--- config.mk ---
export PLATFORM = sky130hd
export DESIGN_NAME = alu_issue_controller_flat
export DESIGN_NICKNAME = d
export VERILOG_FILES = /design/src/rtl/alu_issue_controller_if.sv /design/src/rtl/alu_issue_controller.sv /design/src/flat_wrapper.sv
export SDC_FILE = /design/constraint.sdc
export NUM_CORES = 1
export LEC_CHECK = 0
export CAP_MARGIN = 40
export CORE_MARGIN = 2
export CORE_UTILIZATION = 35
export CTS_CLUSTER_SIZE = 25
export DETAILED_ROUTE_END_ITERATION = 12
export HOLD_SLACK_MARGIN = 0.02
export SLEW_MARGIN = 25
export SYNTH_ARGS = -nofsm -noshare
export SYNTH_HDL_FRONTEND = slang
export SYNTH_SLANG_ARGS = --single-unit
--- constraint.sdc ---
create_clock -name Clk -period 7.6 [get_ports Clk]
set_input_delay 2.28 -clock Clk [delete_from_list [all_inputs] [get_ports Clk]]
set_output_delay 2.28 -clock Clk [all_outputs]
set_load 0.005 [all_outputs]
--- src/rtl/alu_issue_controller_if.sv ---
// Command and issue channels of the ALU issue controller, grouped as one bus.
// slave is the controller's view; master is the instruction-source/ALU side.
interface alu_issue_controller_if #(
   parameter int WIDTH = 8
) ();
   logic             Cmd_Valid;
   logic             Cmd_Ready;
   logic [WIDTH-1:0] A;
   logic [WIDTH-1:0] B;
   logic [3:0]       Opcode;
   logic             Issue_Valid;
   logic             Issue_Ready;
   logic [3:0]       Controller_Output;
   logic [WIDTH-1:0] dataA;
   logic [WIDTH-1:0] dataB;
   logic [2:0]       Select;

   modport slave (
      input  Cmd_Valid, A, B, Opcode, Issue_Ready,
      output Cmd_Ready, Issue_Valid, Controller_Output, dataA, dataB, Select
   );

   modport master (
      output Cmd_Valid, A, B, Opcode, Issue_Ready,
      input  Cmd_Ready, Issue_Valid, Controller_Output, dataA, dataB, Select
   );
endinterface

--- src/rtl/alu_issue_controller.sv ---
// Queued ALU opcode controller: decode at FIFO write, registered issue stage.
// Optional macro ALU_ISSUE_DROP_ILLEGAL_EN: opcode 15 is accepted and counted but never enqueued.
module alu_issue_controller #(
   parameter int WIDTH = 8,
   parameter int DEPTH = 4,
   localparam int LW = $clog2(DEPTH + 1)
) (
   input  logic                  Clk,
   input  logic                  Reset,
   input  logic                  Flush,
   alu_issue_controller_if.slave bus,
   output logic [LW-1:0]         Level,
   output logic                  Illegal,
   output logic [7:0]            Illegal_Count
);
   localparam int PW = $clog2(DEPTH);
   localparam int EW = 4 + 2 * WIDTH + 3;
   localparam logic [PW-1:0] PTR_ONE    = PW'(1'b1);
   localparam logic [LW-1:0] LVL_ONE    = LW'(1'b1);
   localparam logic [LW-1:0] LVL_ZERO   = LW'(1'b0);
   localparam logic [LW-1:0] LVL_FULL   = LW'(DEPTH);
   localparam logic [WIDTH-1:0] D_ZERO  = {WIDTH{1'b0}};
   localparam logic [WIDTH-1:0] D_ONES  = {WIDTH{1'b1}};
   localparam logic [WIDTH-1:0] D_ONE   = {{(WIDTH-1){1'b0}}, 1'b1};
   localparam logic [EW-1:0] IDLE_BUNDLE = {4'hF, D_ZERO, D_ZERO, 3'b100};

   // Bundle layout: {opcode, dataA, dataB, select}
   function automatic logic [EW-1:0] decode(input logic [3:0] op,
                                            input logic [WIDTH-1:0] a,
                                            input logic [WIDTH-1:0] b);
      case (op)
         4'h0:                      decode = {op, a, D_ONES, 3'd0};
         4'h1, 4'h4:                decode = {op, a, D_ONE,  3'd1};
         4'h2, 4'h3, 4'h6:          decode = {op, a, b,      3'd1};
         4'h5:                      decode = {op, a, D_ZERO, 3'd1};
         4'h7, 4'h8, 4'h9, 4'hA, 4'hB: decode = {op, a, b,   3'd2};
         4'hC, 4'hD, 4'hE:          decode = {op, a, b,      3'd3};
         default:                   decode = IDLE_BUNDLE;
      endcase
   endfunction

   logic [EW-1:0] mem_r [DEPTH];
   logic [PW-1:0] wr_ptr_r;
   logic [PW-1:0] rd_ptr_r;
   logic [LW-1:0] level_r;
   logic [LW-1:0] level_nxt_s;
   logic          cmd_ready_r;
   logic          issue_valid_r;
   logic [EW-1:0] bundle_r;
   logic          illegal_r;
   logic [7:0]    illegal_cnt_r;
   logic          accept_s;
   logic          illegal_in_s;
   logic          push_s;
   logic          pop_s;

   // Handshake qualification and next occupancy; Flush overrides push and pop
   always_comb begin
      accept_s     = bus.Cmd_Valid && cmd_ready_r && !Flush;
      illegal_in_s = (bus.Opcode == 4'hF);
`ifdef ALU_ISSUE_DROP_ILLEGAL_EN
      push_s       = accept_s && !illegal_in_s;
`else
      push_s       = accept_s;
`endif
      pop_s        = (level_r != LVL_ZERO) && (!issue_valid_r || bus.Issue_Ready) && !Flush;
      level_nxt_s  = level_r;
      if (Flush) begin
         level_nxt_s = LVL_ZERO;
      end else begin
         case ({push_s, pop_s})
            2'b10:   level_nxt_s = level_r + LVL_ONE;
            2'b01:   level_nxt_s = level_r - LVL_ONE;
            default: level_nxt_s = level_r;
         endcase
      end
   end

   // Queue storage; contents are don't-care once Level says the slot is empty
   always_ff @(posedge Clk) begin
      if (push_s) begin
         mem_r[wr_ptr_r] <= decode(bus.Opcode, bus.A, bus.B);
      end
   end

   // Pointers, occupancy, issue stage and illegal tracking
   always_ff @(posedge Clk or posedge Reset) begin
      if (Reset) begin
         wr_ptr_r      <= {PW{1'b0}};
         rd_ptr_r      <= {PW{1'b0}};
         level_r       <= LVL_ZERO;
         cmd_ready_r   <= 1'b1;
         issue_valid_r <= 1'b0;
         bundle_r      <= IDLE_BUNDLE;
         illegal_r     <= 1'b0;
         illegal_cnt_r <= 8'h00;
      end else begin
         level_r     <= level_nxt_s;
         cmd_ready_r <= (level_nxt_s != LVL_FULL);
         illegal_r   <= accept_s && illegal_in_s;
         if (accept_s && illegal_in_s && (illegal_cnt_r != 8'hFF)) begin
            illegal_cnt_r <= illegal_cnt_r + 8'h01;
         end
         if (Flush) begin
            wr_ptr_r      <= {PW{1'b0}};
            rd_ptr_r      <= {PW{1'b0}};
            issue_valid_r <= 1'b0;
            bundle_r      <= IDLE_BUNDLE;
         end else begin
            if (push_s) begin
               wr_ptr_r <= wr_ptr_r + PTR_ONE;
            end
            // A consumed bundle with nothing behind it returns the stage to idle
            if (pop_s) begin
               rd_ptr_r      <= rd_ptr_r + PTR_ONE;
               issue_valid_r <= 1'b1;
               bundle_r      <= mem_r[rd_ptr_r];
            end else if (issue_valid_r && bus.Issue_Ready) begin
               issue_valid_r <= 1'b0;
               bundle_r      <= IDLE_BUNDLE;
            end
         end
      end
   end

   assign bus.Cmd_Ready   = cmd_ready_r;
   assign bus.Issue_Valid = issue_valid_r;
   assign {bus.Controller_Output, bus.dataA, bus.dataB, bus.Select} = bundle_r;
   assign Level           = level_r;
   assign Illegal         = illegal_r;
   assign Illegal_Count   = illegal_cnt_r;
endmodule

--- src/flat_wrapper.sv ---
// flat-port wrapper written by rule: the top's interface ports become plain ports
module alu_issue_controller_flat 
#(
   parameter int WIDTH = 8,
   parameter int DEPTH = 4,
   localparam int LW = $clog2(DEPTH + 1)
)
  (Clk, Reset, Flush, Level, Illegal, Illegal_Count, bus_Cmd_Valid, bus_A, bus_B, bus_Opcode, bus_Issue_Ready, bus_Cmd_Ready, bus_Issue_Valid, bus_Controller_Output, bus_dataA, bus_dataB, bus_Select);
  alu_issue_controller_if #(.WIDTH(WIDTH)) bus_i ();
  input  logic Clk;
  input  logic Reset;
  input  logic Flush;
  output logic [LW-1:0] Level;
  output logic Illegal;
  output logic [7:0] Illegal_Count;
  input wire logic [$bits(bus_i.Cmd_Valid)-1:0] bus_Cmd_Valid;
  input wire logic [$bits(bus_i.A)-1:0] bus_A;
  input wire logic [$bits(bus_i.B)-1:0] bus_B;
  input wire logic [$bits(bus_i.Opcode)-1:0] bus_Opcode;
  input wire logic [$bits(bus_i.Issue_Ready)-1:0] bus_Issue_Ready;
  output wire logic [$bits(bus_i.Cmd_Ready)-1:0] bus_Cmd_Ready;
  output wire logic [$bits(bus_i.Issue_Valid)-1:0] bus_Issue_Valid;
  output wire logic [$bits(bus_i.Controller_Output)-1:0] bus_Controller_Output;
  output wire logic [$bits(bus_i.dataA)-1:0] bus_dataA;
  output wire logic [$bits(bus_i.dataB)-1:0] bus_dataB;
  output wire logic [$bits(bus_i.Select)-1:0] bus_Select;
  assign bus_i.Cmd_Valid = bus_Cmd_Valid;
  assign bus_i.A = bus_A;
  assign bus_i.B = bus_B;
  assign bus_i.Opcode = bus_Opcode;
  assign bus_i.Issue_Ready = bus_Issue_Ready;
  assign bus_Cmd_Ready = bus_i.Cmd_Ready;
  assign bus_Issue_Valid = bus_i.Issue_Valid;
  assign bus_Controller_Output = bus_i.Controller_Output;
  assign bus_dataA = bus_i.dataA;
  assign bus_dataB = bus_i.dataB;
  assign bus_Select = bus_i.Select;
  alu_issue_controller #(.WIDTH(WIDTH), .DEPTH(DEPTH)) u_core (.Clk(Clk), .Reset(Reset), .Flush(Flush), .bus(bus_i), .Level(Level), .Illegal(Illegal), .Illegal_Count(Illegal_Count));
endmodule
==> results.md, run 1 <==
* R2r setup slk at 4.10 ns
* Tightest Pin Transition at 0.666 ns
* FF-to-FF path depth at 10
* # resized after CTS at 0
* FF+latch count, synth at 133
* Largest net degree at the start of global routing at 42
* CTS sink count at 133
* Max_cap viols at 0
* Drt total wl at 10,900 µm
* RSZ-0062 raised after global routing: no
* 1st-pass router iterations at 4
* Synth warnings at 0
* Setup CP Type: primary input to register
* Clock Path Buffers at 2
* GP Congestion at 0.741
* All-layer global routing usage at 0.145
* Via count at 2,934
* Worst EP arrival at 5.62 ns
* Ant diodes at 0
* Critical path's largest stage delay at 0.78 ns
* Slew Viols, Final at 0
* Max VDD drop at 0.000199 V
* Final period utilization at 0.694
* Syn Inst Count at 308
* Top cell type's share of synthesized area at 0.517
* Crit path cell chain: clkdlybuf4s50_1, nand2b_1, clkinv_1, ha_1, fa_1, xnor2_1, or3_1, a21oi_1, nand2_1
* Design area at 6820 µm²
* Grt total ovfl at 0
* Sequential element share of the synthesized area at 0.710
* Core box area at 15,100 µm²
* Clock Skew at 0.0112 ns
* Hold Buf Count CTS at 0
* Routed len/inst at 18.7 µm
* Worst Hold Class: register to register
* Total die area at 16,300 µm²
* Yosys cell types at 41
* Crit start category: primary input
* Finished Layout Cells at 583
* # Post-CTS Setup Buffers at 0
* Setup TNS at 0 ns
* Area post-placement at 6190 µm²
* Crit path required time at 7.94 ns
* Leakage at 0.00247 µW
* Post-DRT Antenna Nets at 0
* TritonCTS buffer count at 17
* Row Count at 45
* Die Span Y at 128 µm
* Starting DRT DRC Count at 260
* Sequential share of power at 0.412
* Fillers at 1,324
* CTS clk-pin slew, worst paths at 0.06 ns
* Setup violators final at 0
* Port bufs at 61
* Crit-path slowest cell: clkdlybuf4s50_1
* Synth top area cells: edfxtp_1 52%, dfrtp_1 16%, mux4_2 9.7%
* RR Startpoint: u_core.Level[1]$_DFF_PP0_
* Initial core utilization at 0.354
* Top-count cell post-synth: edfxtp_1
* Logic pwr share at 0.214
* H-tree depth at 4
* Hold endpoint: u_core.Illegal_Count[5]$_DFFE_PP0P_
* Fmax at 190 MHz
* Largest area contributor in the netlist: edfxtp_1
* Synthesized area at 5350 µm²
* Placed wire-length estimate at 6890 µm
* Synth Net Count at 340
* P per Cell Area at 345 nW/µm²
* Final net count at 414
* Internal power at 1750 µW
* Clk_lat worst skew at 0.42 ns
* Post-synth top flop: edfxtp_1
* Worst-path maximum fanout at 19
* Net Switching at 603 µW
* Max_slew headroom at 0.553
* Top-Level Pins at 62
* Global-route wire length before repair at 17,300 µm
* Sw frac at 0.256
* # placed instances at 551
* Status: finished clean
* Avg Cell Area, Syn at 17.4 µm²
* Root Driver: clkbuf_16
* Post-synth top cells: 92 x edfxtp_1, 35 x dfrtp_1, 23 x mux4_2, 18 x a22o_1, 13 x a21oi_1
* Final hold viol count at 0
* Final period demand of the worst path at 5.27 ns
* Hold Path Depth at 1
* Vias per inst at 5.03
* Vias in the first global route at 3,096
* Area delta synth->final at 27.6%
* CP Capture Type: register
* Crit Reg-Reg Endpoint: u_core.bus.Cmd_Ready$_DFF_PP1_
* Initial antenna violation count at 0
* TritonCTS clock tree: done
* Die X-Extent at 128 µm
* Clock share of power at 0.374
* Post-synth EDFFs at 92
* Synth async-reset ratio at 0.308
* Worst hold path startpoint: u_core.Illegal_Count[5]$_DFFE_PP0P_
* DRC at 0
* Share of post-route cells with drive strength above 1 at 0.210
==> worst max path at each step <==
stage	start	endpoint	slack [ns]	cells past startpoint
6_report	Flush	u_core.bus.Cmd_Ready$_DFF_PP1_	2.33	9
5_1_grt	Flush	u_core.bus.Cmd_Ready$_DFF_PP1_	2.11	9
4_1_cts	Flush	u_core.bus.Cmd_Ready$_DFF_PP1_	2.30	9
3_5_place_dp	Flush	u_core.bus.Cmd_Ready$_DFF_PP1_	1.88	9
3_3_place_gp	Flush	u_core.bus.Cmd_Ready$_DFF_PP1_	2.07	9
2_1_floorplan	bus_Issue_Ready	u_core.bus.Cmd_Ready$_DFF_PP1_	3.23	11
==> final cells by class <==
class	count	area, µm²	share of cell area
Inverter	9	33.8	0.00495
Multi-Input combinational cell	152	1450	0.213
Sequential cell	133	3800	0.556
Tap cell	188	235	0.0345
Clock buffer	17	425	0.0624
Clock inverter	15	211	0.0310
Timing Repair Buffer	69	671	0.0983
==> through the flow <==
stage,setup WS [ns],power [µW],hold slack [ns],util
2_1_floorplan,3.23,1240,0.478,-
3_3_place_gp,2.07,1480,0.474,0.410
3_5_place_dp,1.88,1500,0.476,0.410
4_1_cts,2.30,2380,0.486,0.452
5_1_grt,2.11,2470,0.514,0.452
6_report,2.33,2360,0.478,0.452
==> power groups by stage <==
stage,logic [µW],clock network [µW],registers (µW)
2_1_floorplan,284,0,960
6_report,504,880,970
3_5_place_dp,513,0,986
4_1_cts,514,893,975
3_3_place_gp,502,0,981
5_1_grt,554,928,985
==> flip-flops by register name, summed over array words and instances, names as in the netlist <==
| signal | flops |
|---|---|
| u_core.bus.Cmd_Ready | 1 |
| u_core.wr_ptr_r | 2 |
| u_core.Illegal | 1 |
| u_core.bus.Issue_Valid | 1 |
| u_core.mem_r | 92 |
| u_core.bundle_r | 23 |
| u_core.rd_ptr_r | 2 |
| u_core.Level | 3 |
| u_core.Illegal_Count | 8 |
==> logic make-up (layout without fill, tap and decap cells) <==
logic type	after synthesis	count (layout)	synth area share
buffers and inverters	23	110	0.0190
AO/OA/AOI/OAI	43	43	0.0604
XOR/XNOR	12	12	0.0197
adder cells (fa/ha/maj)	7	7	0.0178
AND/OR/NAND/NOR	65	65	0.0725
flip-flops	133	133	0.710
multiplexers	25	25	0.101
==> metal layers <==
metal | up-vias | GRT usage | part of all wire
li1 | 1345 | - | -
met3 | 9 | 0.0444 | 0.043
met2 | 70 | 0.235 | 0.51
met5 | - | 0 | 0
met4 | 0 | 0.0556 | 0.015
met1 | 1510 | 0.185 | 0.43
==> worst max-delay path, delay by kind of cell <==
| family | cells | cell delay (ns) |
|---|---|---|
| adders and majority gates | 2 | 0.88 |
| and+or+nand+nor | 3 | 0.74 |
| buffers and inverters | 2 | 1.36 |
| xor gates and xnor gates | 1 | 0.14 |
| AOI/OAI and AO/OA | 1 | 0.22 |
==> layout by cell type (no fill, tap or decap), types with 6 or more instances in the layout <==
cell             count
a21oi_1             13
a22o_1              18
and2_2               8
buf_4                8
clkbuf_16           17
clkdlybuf4s50_1     61
clkinv_2             6
dfrtp_1             35
dfstp_2              6
edfxtp_1            92
ha_1                 6
inv_1                7
mux4_2              23
nand3_1              8
nor2_1              11
nor2b_1              8
nor3_1               9
xnor2_1              6
xor2_1               6
Power figures use the tool's default switching activity.
==> inputs of run 2 (changes only) <==
==> constraint.sdc (replaced) <==
create_clock -name Clk -period 4.25 [get_ports Clk]
set_input_delay 1.275 -clock Clk [delete_from_list [all_inputs] [get_ports Clk]]
set_output_delay 1.275 -clock Clk [all_outputs]
set_load 0.005 [all_outputs]
==> run 2 against run 1 <==
Net effect:
- count of clock-buffer cells in the layout grew 3
- power grew 72%
- first-iteration DRC count shrank 13%
- setup slack lost 1.3 ns
- register-to-register slack lost 2.4 ns
- clock skew shrank 0.0049 ns
- final area shrank 0.31%
- largest power group unchanged
- combinational power grew 80%
- critical endpoint unchanged
==> results.md, run 2 (synthesis gave the netlist of run 1 again) <==
* Initial core utilization at 0.354 (unchanged)
* Worst hold path startpoint: u_core.Illegal_Count[5]$_DFFE_PP0P_
* Die Span Y at 128 µm (unchanged)
* Internal power at 2990 µW (+71%)
* TritonCTS clock tree: done
* Net Switching at 1060 µW (+76%)
* Worst-path maximum fanout at 8 (-11)
* Crit Reg-Reg Endpoint: u_core.bus.Cmd_Ready$_DFF_PP1_
* GP Congestion at 0.788 (+6.4%)
* Clock Path Buffers at 2 (unchanged)
* Most common cell after layout, fill and taps aside: edfxtp_1
* Logic pwr share at 0.223 (+0.009)
* Final Worst Setup Slack at 1.03 ns (-1.30 ns)
* DRC at 0 (unchanged)
* P per Cell Area at 596 nW/µm² (+73%)
* Die X-Extent at 128 µm (unchanged)
* Hold endpoint: u_core.Illegal_Count[5]$_DFFE_PP0P_
* All-layer global routing usage at 0.140 (-0.00516)
* Final core occ at 0.451 (-0.00141)
* Routed len/inst at 18.1 µm (-3.6%)
* Grt total ovfl at 0 (unchanged)
* Slew Viols, Final at 0 (unchanged)
* Initial antenna violation count at 0 (unchanged)
* Core box area at 15,100 µm² (unchanged)
* Share of post-route cells with drive strength above 1 at 0.214 (+0.00344)
* Sequential share of power at 0.429 (+0.017)
* Max VDD drop at 0.000297 V (+49%)
* RR Startpoint: u_core.Level[1]$_DFF_PP0_
* TritonCTS buffer count at 17 (unchanged)
* Final period utilization at 0.758
* Setup violators final at 0 (unchanged)
* Pre-CTS WS at 0.591 ns (-1.29 ns)
* Total die area at 16,300 µm² (unchanged)
* Drt total wl at 10,600 µm (-3.1%)
* Hold Path Depth at 1 (unchanged)
* # Post-CTS Setup Buffers at 0 (unchanged)
* Clk_lat worst skew at 0.41 ns (about the same)
* Fmax at 310 MHz
* Worst hold slack at 0.487 ns (+0.00812 ns)
* Final period demand of the worst path at 3.22 ns
* CP Capture Type: register
* # placed instances at 554 (+0.54%)
* Worst Hold Class: register to register
* 1st-pass router iterations at 4 (unchanged)
* Clock share of power at 0.348 (-0.026)
* Clock Skew at 0.00634 ns (-0.00489 ns)
* Most frequent cells in the layout: 92 x edfxtp_1, 61 x clkdlybuf4s50_1, 34 x dfrtp_1
* Crit start category: primary input
* CTS sink count at 133 (unchanged)
* Final hold viol count at 0 (unchanged)
* Vias in the first global route at 3,062 (-1.1%)
* Area delta synth->final at 27.2%
* Top-Level Pins at 62 (unchanged)
* Setup TNS at 0 ns (unchanged)
* Leakage at 0.00246 µW (-0.69%)
* Post-DRT Antenna Nets at 0 (unchanged)
* Final net count at 417 (+0.72%)
* Crit path required time at 4.59 ns (-3.35 ns)
* Starting DRT DRC Count at 227 (-13%)
* Status: finished clean
* Global-route wire length before repair at 16,800 µm (-3.0%)
* Multi-input gate area at 1450 µm² (unchanged)
* R2r setup slk at 1.67 ns (-2.43 ns)
* CTS clk-pin slew, worst paths at 0.06 ns (about the same)
* Max_cap viols at 0 (unchanged)
* H-tree depth at 4 (unchanged)
* Root Driver: clkbuf_16
* Register area at 3800 µm² (about the same)
* Largest Register: u_core.mem_r
* Sw frac at 0.262 (+0.00588)
* Setup CP Type: primary input to register
* Ant diodes at 0 (unchanged)
* Vias per inst at 5.04 (+0.23%)
* Via count at 2,956 (+0.75%)
* Max_slew headroom at 0.472 (-0.0805)
* FF-to-FF path depth at 10 (unchanged)
* Worst EP arrival at 3.56 ns (-2.06 ns)
* Finished Layout Cells at 586 (+0.51%)
* Port bufs at 61 (unchanged)
* Placed wire-length estimate at 6640 µm (-3.7%)
* # resized after CTS at 0 (unchanged)
* Fillers at 1,292 (-2.4%)
* Tightest Pin Transition at 0.790 ns (+0.124 ns)
* Hold Buf Count CTS at 0 (unchanged)
* RSZ-0062 raised after global routing: no
* Largest net degree at the start of global routing at 25 (-40%)
* Largest register FFs at 92 (unchanged)
* Row Count at 45 (unchanged)
run 2: cell types whose count changed in the layout (fill, tap and decap cells not counted), sizes merged:
cell | previous run | this run
buf | 8 | 11
clkbuf | 17 | 20
bufinv | 5 | 2
run 2: layout make-up:
cell class | instances | area share
sequential | 133 | 0.558
multi-input combinational | 152 | 0.213
timing repair buffer | 72 | 0.104
clock buffer | 20 | 0.0657
tap | 188 | 0.0346
clock inverter | 12 | 0.0195
inverter | 9 | 0.00497
run 2: power by group through the flow:
| stage | clock network (µW) | logic [µW] | registers (µW) |
|---|---|---|---|
| 3_5_place_dp | 0 | 929 | 1760 |
| 6_report | 1410 | 905 | 1740 |
| 2_1_floorplan | 0 | 508 | 1720 |
| 4_1_cts | 1430 | 931 | 1740 |
| 3_3_place_gp | 0 | 922 | 1760 |
| 5_1_grt | 1490 | 995 | 1770 |
run 2: how the worst max path moves through the flow:
stage | start | to | slack, ns
final | Flush | u_core.bus.Cmd_Ready$_DFF_PP1_ | 1.03
after CTS | Flush | u_core.bus.Cmd_Ready$_DFF_PP1_ | 1.05
after global placement | Flush | u_core.bus.Cmd_Ready$_DFF_PP1_ | 0.66
after global routing | Flush | u_core.bus.Cmd_Ready$_DFF_PP1_ | 0.85
after detailed placement | Flush | u_core.bus.Cmd_Ready$_DFF_PP1_ | 0.59
after floorplan | bus_Issue_Ready | u_core.bus.Cmd_Ready$_DFF_PP1_ | 0.89
run 2: critical path, cell delays in order:
cell             delay (ns)
clkdlybuf4s50_1        0.67
nand2b_1               0.19
clkinv_1               0.09
ha_1                   0.24
fa_1                   0.38
xnor2_1                0.15
or3_1                  0.30
a21oi_1                0.18
nand2_1                0.07
run 2: routing by layer:
layer | track usage | part of all wire | up-vias
li1 | - | - | 1348
met1 | 0.175 | 0.45 | 1526
met2 | 0.234 | 0.50 | 75
met3 | 0.0398 | 0.040 | 7
met4 | 0.0524 | 0.0068 | 0
met5 | 0 | 0 | -
run 2: per-stage QoR:
stage          power (µW)  area (µm²)
6_report             4050        6800
5_1_grt              4250        6800
4_1_cts              4100        6800
3_5_place_dp         2690        6220
3_3_place_gp         2680        6220
2_1_floorplan        2220        5350
